### src/rtl/lpc_io_router_pkg.sv
// Shared types for the LPC I/O router: FSM states, access direction and counter width.
package lpc_io_router_pkg;

  typedef enum logic [1:0] {
    ST_IDLE   = 2'd0,
    ST_DECODE = 2'd1,
    ST_ACCESS = 2'd2,
    ST_HOLD   = 2'd3
  } rt_state_e;

  typedef enum logic {
    OP_WR = 1'b0,
    OP_RD = 1'b1
  } rt_op_e;

  localparam int CNT_W = 8;

endpackage

### src/rtl/lpc_io_router_addr_decoder.sv
// Combinational priority address-window match: the lowest-index matching window wins.
module lpc_io_router_addr_decoder #(
  parameter int                    NUM_TGT  = 4,
  parameter logic [16*NUM_TGT-1:0] TGT_BASE = {NUM_TGT{16'h0000}},
  parameter logic [16*NUM_TGT-1:0] TGT_MASK = {NUM_TGT{16'hFFFF}}
) (
  input  logic [15:0]        addr_i,
  output logic               hit_o,
  output logic [NUM_TGT-1:0] sel_o
);

  // Walk from the top index down so the lowest matching index is the final assignment.
  always_comb begin
    hit_o = 1'b0;
    sel_o = '0;
    for (int i = NUM_TGT - 1; i >= 0; i--) begin
      if ((addr_i & TGT_MASK[16*i +: 16]) == (TGT_BASE[16*i +: 16] & TGT_MASK[16*i +: 16])) begin
        hit_o    = 1'b1;
        sel_o    = '0;
        sel_o[i] = 1'b1;
      end
    end
  end

endmodule

### src/rtl/lpc_io_router.sv
// Routes lpc_periph data-provider handshakes to address-windowed register targets
// and merges the targets' interrupts into a single irq_num/interrupt pair.
module lpc_io_router
  import lpc_io_router_pkg::*;
#(
  parameter int                    NUM_TGT  = 4,
  parameter logic [16*NUM_TGT-1:0] TGT_BASE = {NUM_TGT{16'h0000}},
  parameter logic [16*NUM_TGT-1:0] TGT_MASK = {NUM_TGT{16'hFFFF}},
  parameter int                    TIMEOUT  = 255,
  parameter logic [7:0]            DFLT_RD  = 8'hFF
) (
  input  logic                   clk_i,
  input  logic                   rst_i,
  input  logic [15:0]            lpc_addr_i,
  input  logic [7:0]             lpc_wdata_i,
  input  logic                   lpc_data_wr_i,
  output logic                   lpc_wr_done_o,
  input  logic                   lpc_data_req_i,
  output logic                   lpc_data_rd_o,
  output logic [7:0]             lpc_rdata_o,
  output logic [3:0]             irq_num_o,
  output logic                   interrupt_o,
  output logic [NUM_TGT-1:0]     tgt_sel_o,
  output logic                   tgt_we_o,
  output logic                   tgt_re_o,
  output logic [15:0]            tgt_addr_o,
  output logic [7:0]             tgt_wdata_o,
  input  logic [8*NUM_TGT-1:0]   tgt_rdata_i,
  input  logic [NUM_TGT-1:0]     tgt_ack_i,
  input  logic [NUM_TGT-1:0]     tgt_irq_i,
  input  logic [4*NUM_TGT-1:0]   tgt_irq_num_i,
  output logic                   timeout_o
);

  localparam logic [CNT_W-1:0] TO_CNT = CNT_W'(TIMEOUT);

  rt_state_e          state_q, state_d;
  rt_op_e             op_q, op_d;
  logic               prev_wr_q, prev_req_q;
  logic [15:0]        addr_q, addr_d;
  logic [7:0]         wdata_q, wdata_d;
  logic [NUM_TGT-1:0] sel_q, sel_d;
  logic               we_q, we_d, re_q, re_d;
  logic [CNT_W-1:0]   cnt_q, cnt_d;
  logic               timeout_q, timeout_d;
  logic               done_q, done_d, rd_q, rd_d;
  logic [7:0]         rdata_q, rdata_d;
  logic [3:0]         irq_num_q, irq_num_d;
  logic               intr_q, intr_d;

  logic               wr_rise, req_rise, host_sig;
  logic               dec_hit;
  logic [NUM_TGT-1:0] dec_sel;
  logic               ack_hit;
  logic [7:0]         sel_rdata;

  lpc_io_router_addr_decoder #(
    .NUM_TGT  (NUM_TGT),
    .TGT_BASE (TGT_BASE),
    .TGT_MASK (TGT_MASK)
  ) u_dec (
    .addr_i (addr_q),
    .hit_o  (dec_hit),
    .sel_o  (dec_sel)
  );

  assign wr_rise  = lpc_data_wr_i & ~prev_wr_q;
  assign req_rise = lpc_data_req_i & ~prev_req_q;
  assign host_sig = (op_q == OP_RD) ? lpc_data_req_i : lpc_data_wr_i;

  // Only the currently selected target's ack and data are honoured.
  always_comb begin
    ack_hit   = |(tgt_ack_i & sel_q);
    sel_rdata = '0;
    for (int i = 0; i < NUM_TGT; i++) begin
      if (sel_q[i]) sel_rdata = tgt_rdata_i[8*i +: 8];
    end
  end

  always_comb begin
    state_d   = state_q;
    op_d      = op_q;
    addr_d    = addr_q;
    wdata_d   = wdata_q;
    sel_d     = sel_q;
    we_d      = 1'b0;
    re_d      = 1'b0;
    cnt_d     = cnt_q;
    timeout_d = 1'b0;
    done_d    = done_q;
    rd_d      = rd_q;
    rdata_d   = rdata_q;
    unique case (state_q)
      ST_IDLE: begin
        if (wr_rise || req_rise) begin
          op_d    = wr_rise ? OP_WR : OP_RD;
          addr_d  = lpc_addr_i;
          wdata_d = lpc_wdata_i;
          state_d = ST_DECODE;
        end
      end
      ST_DECODE: begin
        if (dec_hit) begin
          sel_d   = dec_sel;
          we_d    = (op_q == OP_WR);
          re_d    = (op_q == OP_RD);
          cnt_d   = '0;
          state_d = ST_ACCESS;
        end else begin
          if (op_q == OP_RD) rdata_d = DFLT_RD;
          state_d = ST_HOLD;
        end
      end
      ST_ACCESS: begin
        // An ack on the final counted cycle wins over the timeout.
        if (ack_hit || (cnt_q == TO_CNT)) begin
          if (ack_hit) begin
            if (op_q == OP_RD) rdata_d = sel_rdata;
          end else begin
            timeout_d = 1'b1;
            rdata_d   = DFLT_RD;
          end
          sel_d = '0;
          if (host_sig) begin
            done_d  = (op_q == OP_WR);
            rd_d    = (op_q == OP_RD);
            state_d = ST_HOLD;
          end else begin
            state_d = ST_IDLE;
          end
        end else begin
          cnt_d = cnt_q + 1'b1;
        end
      end
      ST_HOLD: begin
        if (host_sig) begin
          done_d = (op_q == OP_WR);
          rd_d   = (op_q == OP_RD);
        end else begin
          done_d  = 1'b0;
          rd_d    = 1'b0;
          state_d = ST_IDLE;
        end
      end
      default: state_d = ST_IDLE;
    endcase
  end

  // irq_num keeps its last value while no target is requesting.
  always_comb begin
    intr_d    = |tgt_irq_i;
    irq_num_d = irq_num_q;
    for (int i = NUM_TGT - 1; i >= 0; i--) begin
      if (tgt_irq_i[i]) irq_num_d = tgt_irq_num_i[4*i +: 4];
    end
  end

  always_ff @(posedge clk_i) begin
    if (rst_i) begin
      state_q    <= ST_IDLE;
      op_q       <= OP_WR;
      prev_wr_q  <= 1'b0;
      prev_req_q <= 1'b0;
      addr_q     <= '0;
      wdata_q    <= '0;
      sel_q      <= '0;
      we_q       <= 1'b0;
      re_q       <= 1'b0;
      cnt_q      <= '0;
      timeout_q  <= 1'b0;
      done_q     <= 1'b0;
      rd_q       <= 1'b0;
      rdata_q    <= '0;
      irq_num_q  <= '0;
      intr_q     <= 1'b0;
    end else begin
      state_q    <= state_d;
      op_q       <= op_d;
      prev_wr_q  <= lpc_data_wr_i;
      prev_req_q <= lpc_data_req_i;
      addr_q     <= addr_d;
      wdata_q    <= wdata_d;
      sel_q      <= sel_d;
      we_q       <= we_d;
      re_q       <= re_d;
      cnt_q      <= cnt_d;
      timeout_q  <= timeout_d;
      done_q     <= done_d;
      rd_q       <= rd_d;
      rdata_q    <= rdata_d;
      irq_num_q  <= irq_num_d;
      intr_q     <= intr_d;
    end
  end

  assign lpc_wr_done_o = done_q;
  assign lpc_data_rd_o = rd_q;
  assign lpc_rdata_o   = rdata_q;
  assign irq_num_o     = irq_num_q;
  assign interrupt_o   = intr_q;
  assign tgt_sel_o     = sel_q;
  assign tgt_we_o      = we_q;
  assign tgt_re_o      = re_q;
  assign tgt_addr_o    = addr_q;
  assign tgt_wdata_o   = wdata_q;
  assign timeout_o     = timeout_q;

endmodule

### config.mk
export PLATFORM = sky130hd
export DESIGN_NAME = lpc_io_router
export DESIGN_NICKNAME = d
export VERILOG_FILES = /design/src/rtl/lpc_io_router_pkg.sv /design/src/rtl/lpc_io_router_addr_decoder.sv /design/src/rtl/lpc_io_router.sv
export SDC_FILE = /design/constraint.sdc
export NUM_CORES = 1
export LEC_CHECK = 0
export ABC_AREA = 1
export CORE_UTILIZATION = 36
export DETAILED_ROUTE_END_ITERATION = 10
export GPL_TIMING_DRIVEN = 0
export PLACE_DENSITY_LB_ADDON = 0.2
export SKIP_CTS_REPAIR_TIMING = 1
export SLEW_MARGIN = 20
export SYNTH_ARGS = -nofsm -noshare
export SYNTH_HDL_FRONTEND = slang
export SYNTH_SLANG_ARGS = --single-unit
### constraint.sdc
create_clock -name clk_i -period 1.4 [get_ports clk_i]
set_clock_uncertainty 0.1 [all_clocks]
set_input_delay 0.35 -clock clk_i [delete_from_list [all_inputs] [get_ports clk_i]]
set_output_delay 0.35 -clock clk_i [all_outputs]
set_load 0.01 [all_outputs]
# Word-level counts from Yosys, hierarchy flattened
# Cells that the tools add are included.
# W data, S select, Z words.
dict set report word_totals {
  reg_bits 59
  out_inout_bits 46
  elab_cells 96
}
dict set report op_classes {
  n_addsub 1
  n_eq_ne 13
  mux 39
  bitwise 10
  n_reduce_logical 17
}
# cell n
set ops {}
lappend ops {{$mux W8} 11}
lappend ops {{$pmux W8 S2} 2}
lappend ops {{$mux W4} 6}
lappend ops {{$logic_not A16 Y1} 1}
lappend ops {{$ne A2 B2 Y1 const B} 8}
lappend ops {{$mux W1} 12}
lappend ops {{$reduce_and A3 Y1} 4}
lappend ops {{$add A8 B1 Y8 const B} 1}
lappend ops {{$eq A8 B8 Y1 const B} 1}
lappend ops {{$mux W2} 4}
lappend ops {{$pmux W2 S4} 1}
lappend ops {{$pmux W4 S2} 1}
lappend ops {{$reduce_or A4 Y1} 2}
lappend ops {{$not A1 Y1} 7}
lappend ops {{$reduce_or A3 Y1} 2}
lappend ops {{$reduce_and A5 Y1} 1}
lappend ops {{$and A4 B4 Y4} 1}
lappend ops {{$eq A2 B2 Y1 const B} 2}
lappend ops {{$pmux W1 S2} 2}
lappend ops {{$reduce_bool A2 Y1} 2}
lappend ops {{$reduce_bool A4 Y1} 1}
lappend ops {{$ne A3 B3 Y1 const B} 1}
lappend ops {{$and A1 B1 Y1} 2}
lappend ops {{$eq A2 B1 Y1 const B} 1}
lappend ops {{3 further kinds} 4}

# Longest topological paths before layout
dict set report logic_depth {
  depth_word 8
  ltp_mapped 10
  mapped_depth_nobuf 10
}

# Modules after synthesis
# Synthesis repeated with hierarchy kept, for this count alone.
dict set report hier_totals {
  cells_unflattened 453
  area_unflattened_um2 2931.6
}
# module instances cells_each area_per_inst_um2
set modules_own_cells {}
lappend modules_own_cells {lpc_io_router 1 421 2793.9}
lappend modules_own_cells {lpc_io_router_addr_decoder 1 32 137.6}

# Worst setup path after synthesis
# No wires, ideal clock.
dict set report synth_path {
  path_kind {register -> register}
  startpoint {register cnt_q[0]}
  endpoint {register cnt_q[4]}
  setup_ns 0.131
  t_arrival_ns 1.238
  required_time_ns 1.169
  path_slack_ns -0.068
  stages_incl_launch_ff 9
  period_less_slack_ns 1.468
  cell_sequence {dfxtp_1 -> ha_1 -> nand2_1 -> nor2_1 -> nand2_1 -> nand3_4 -> buf_4 -> nand3_1 -> a21oi_2}
}
dict set report synth_via {
  elab_chain_len 4
  word_cells_on_any_way 7
}
# element line_no
set synth_lines {}
lappend synth_lines {{start: declaration} lpc_io_router.sv:44} ;# logic [CNT_W-1:0] cnt_q, cnt_d;
lappend synth_lines {{start signal: assignment} lpc_io_router.sv:186} ;# cnt_q <= cnt_d;
lappend synth_lines {{branches (longest 4 deep; another with $add A8 B1 Y8)} -}
# Several ways; the timed one is not identified. The select of a mux whose other input is x is not followed.
# A chain may end at the register's enable or synchronous reset.

# Worst setup path in the final report
dict set report layout_path {
  startpoint {register addr_q[1], in the netlist tgt_addr_o[1]}
  endpoint {register rdata_q[3], in the netlist lpc_rdata_o[3]}
}
dict set report layout_via {
  elab_chain_len 4
}
# element line_no
set layout_lines {}
lappend layout_lines {{start: declaration} lpc_io_router.sv:40} ;# logic [15:0] addr_q, addr_d;
lappend layout_lines {{start signal: assignment} lpc_io_router.sv:181} ;# addr_q <= addr_d;
lappend layout_lines {{$logic_not A16 Y1} lpc_io_router_addr_decoder.sv:17} ;# if ((addr_i & TGT_MASK[16*i +: 16]) == (TGT_BASE[16*i +: 16] & TGT_MASK[16*i +: 16])) begin
lappend layout_lines {{$mux W1} lpc_io_router_addr_decoder.sv:17}
lappend layout_lines {{$ne A2 B2 Y1 (no line)} -}
lappend layout_lines {{$reduce_and A5 Y1 (no line)} -}
lappend layout_lines {{end signal: assignment} lpc_io_router.sv:190} ;# rdata_q <= rdata_d;
lappend layout_lines {{end: declaration} lpc_io_router.sv:47} ;# logic [7:0] rdata_q, rdata_d;
# Every way passes these cells.

==> impl_metrics.yaml <==
route:
  ant_nets: 0
  first_pass_iters: 4
  wl_mm: 7.496
  post_drt_wl_per_cell_um: 12.35
  drc_errors: 0
  drt_iter0_markers: 106
  vias_per_cell: 4.694
  vias: 2849
global_route:
  grt_pass1_vias: 2479
  antenna_found_initial: 0
  grt_pass1_wl_mm: 10.73
  grt_usage_pct: 17.85
  grt_max_degree: 18
  grt_overflow: 0
setup_path:
  path_class: "reg2reg"
  path_max_fanout: 7
  crit_path_cell_trace: "nor2_1 > nand2_1 > nor2_4 > nand3_4 > buf_6 > nand4_1 > nand2_1 > nor2_1"
  crit_slowest_cell: "dfxtp_2"
  max_stage_delay_ns: 0.34
  cp-end-kind: "flip-flop"
  worstPathArrival_ns: 1.67
  worstPathRequired_ns: 1.56
  startpoint_type: "flip-flop"
synthesis:
  avgSynthCellArea_um2: 6.896
  synth_most_common_cell: "nor2_1"
  netlist_area_um2: 2614
  yosys.area.top_type_share_pct: 42.89
  synth_area_leaders: "dfxtp_1, nor2_1, nand2_1"
  synth_edf_count: 0
  synth-xor-area-share_pct: 0
  synthAdderAreaFrac_pct: 0.4787
  yosys_warnings: 0
  netlist_top_cells_count: "nor2_1, nand2_1, dfxtp_1, o21ai_0, inv_1"
  ys_async_sr_fraction_pct: 0
  synth-compound-area-share_pct: 12.45
  synthMuxAreaShare_pct: 0
  ys.flop_type: "dfxtp_1"
  synthSimpleGateAreaFrac_pct: 35.04
  yosysSeqAreaShare_pct: 42.89
  synth_top_family_by_area: "simple AND/OR/NAND/NOR gates"
  post_synth_num_cell_types: 29
  yosysTopAreaCell: "dfxtp_1"
  synth-seq-cells: 56
  synth_cells: 379
power_and_ir_drop:
  p_per_area_nw_per_um2: 1267
  p_leak_uw: 0.002462
  ir_worst_vdd_uv: 628.2
die:
  core_um2: 6907
  dieArea_um2: 7606
  ioPinCount: 130
  die_x_um: 87.21
  initial_core_util_pct: 37.84
  die_h_um: 87.21
  rows: 30
sta:
  setup_viol: 18
  maxSlewViolCount: 0
  period_needed_ns: 1.513
  max_freq_mhz: 661.1
  rsz0062_at_grt: "yes"
  fin_crit_sh_pct: 108.0
  hold_viol_final: 0
  setup_tns_ns: -1.266
  finalWorstSetupSlack_ns: -0.1127
min_path:
  min_path_type: "in2reg"
placed_design:
  portBuffers: 98
  place_area_um2: 3734
  hpwl_mm: 4.861
  gp_routability_congestion: 0.8310
  post-place-ws_ns: -0.6665
clock_network:
  cts_root_buffer: "clkbuf_8"
  numCtsBuffers: 5
  worstSkewPairLatency_ns: 0.31
  cts_tree: "yes"
  cts.reportedPaths.clkPinSlew_ns: 0.10
  clock_path_buffers: 2
  htreeDepth: 2
  cts_sinks: 56
finish:
  design_area_um2: 4443
  drive_gt1_share_pct: 23.68
  final_nets: 595
  antenna_cells: 0
  area_growth_syn_to_layout_pct: 69.99
  fill_cells: 619
outcome:
  violations: "setup timing"
  status: "finished with violations"
job:
  maxCapViolCount: 0
[final cells by class]
type	count	area [um2]	area share, %
Multi-Input combinational cell	277	1520	34.22
Timing Repair Buffer	119	1291	29.06
Sequential cell	56	1139	25.63
Buffer	17	143.9	3.239
Inverter	33	127.6	2.872
Tap cell	96	120.1	2.703
Clock buffer	6	82.58	1.859
Clock inverter	2	15.01	0.3379
Timing Repair inverter	1	3.754	0.08448
[power breakdown]
part	switching, uW	internal [uW]	total, uW	leakage [uW]
clock	528	401	930	0.0000434
combinational	1360	1220	2580	0.00195
sequential	195	1920	2110	0.000466
total	2090	3540	5630	0.00246
[cells by family after synthesis]
group	Yosys count
simple gates	210
compound gates	61
flops	56
buf+inv	50
fa+ha+maj	1
other cells	1
[flip-flops by register name, summed over array words and instances (netlist names)]
register and cells:
cnt_q 8, interrupt_o 1, irq_num_o 4, lpc_data_rd_o 1
lpc_rdata_o 8, lpc_wr_done_o 1, op_q 1, prev_req_q 1
prev_wr_q 1, state_q 2, tgt_addr_o 16, tgt_re_o 1
tgt_sel_o 1, tgt_wdata_o 8, tgt_we_o 1, timeout_o 1
[placed cells by master (no fill, tap or decap), types with 2 or more instances in the layout]
master           count
a21oi_2              7
nand2_1             57
buf_4               19
nor2_4               7
nand3_2              8
o21ai_0             22
nor2_2               3
nand2_2             12
clkinvlp_4           2
clkbuf_8             6
a211oi_1             4
clkbuf_2             4
dlymetal6s2s_1      49
inv_2                7
nand3_1              6
nor2_1              88
a21oi_1             12
dfxtp_1             44
o21ai_1             12
nor3_1               8
clkdlybuf4s50_1     49
nor3b_2              2
dfxtp_2             11
conb_1               3
inv_1               24
buf_6               10
nand2_4              5
o21ai_2              2
nand3_4              5
nand4_1              9
[layer usage]
metal  GRT usage (%)  routed length [um]  up-vias  part of all wire [%]
met5               0                   0        -                     0
met4           4.471                  65        0                  0.87
met3           5.308                 502        6                   6.7
met2           31.57                3760       88                    50
met1           21.11                3168     1279                    42
li1                -                   -     1476                     -
[per-stage QoR]
| stage | utilization [%] | power, uW | hold slack [ns] | cells |
|---|---|---|---|---|
| finish | 64.33 | 5627 | 0.2341 | 607 |
| global route | 64.33 | 6028 | 0.2731 | 607 |
| CTS | 55.47 | 5201 | 0.3762 | 583 |
| detailed placement | 54.06 | 4269 | 0.3622 | 575 |
| global placement | 54.06 | 4246 | 0.3475 | 575 |
| floorplan | - | 3331 | 0.3227 | 381 |
[worst max-delay path, delay by kind of cell, from the launching register on]
kind | cells | cell delay, ns
AND/OR/NAND/NOR | 7 | 0.82
flip-flops | 1 | 0.34
buffers and inverters | 1 | 0.21
[worst paths after layout]
check / startpoint / to / slack, ns / cells past startpoint
setup reg to reg: tgt_addr_o[1] / lpc_rdata_o[3] / -0.11 / 8
setup / recovery: tgt_addr_o[1] / lpc_rdata_o[3] / -0.11 / 8
hold / removal: lpc_data_wr_i / prev_wr_q / 0.23 / 3
hold reg to reg: tgt_wdata_o[6] / tgt_wdata_o[6] / 0.39 / 2
Note: power is estimated with default switching activity, not from simulation.
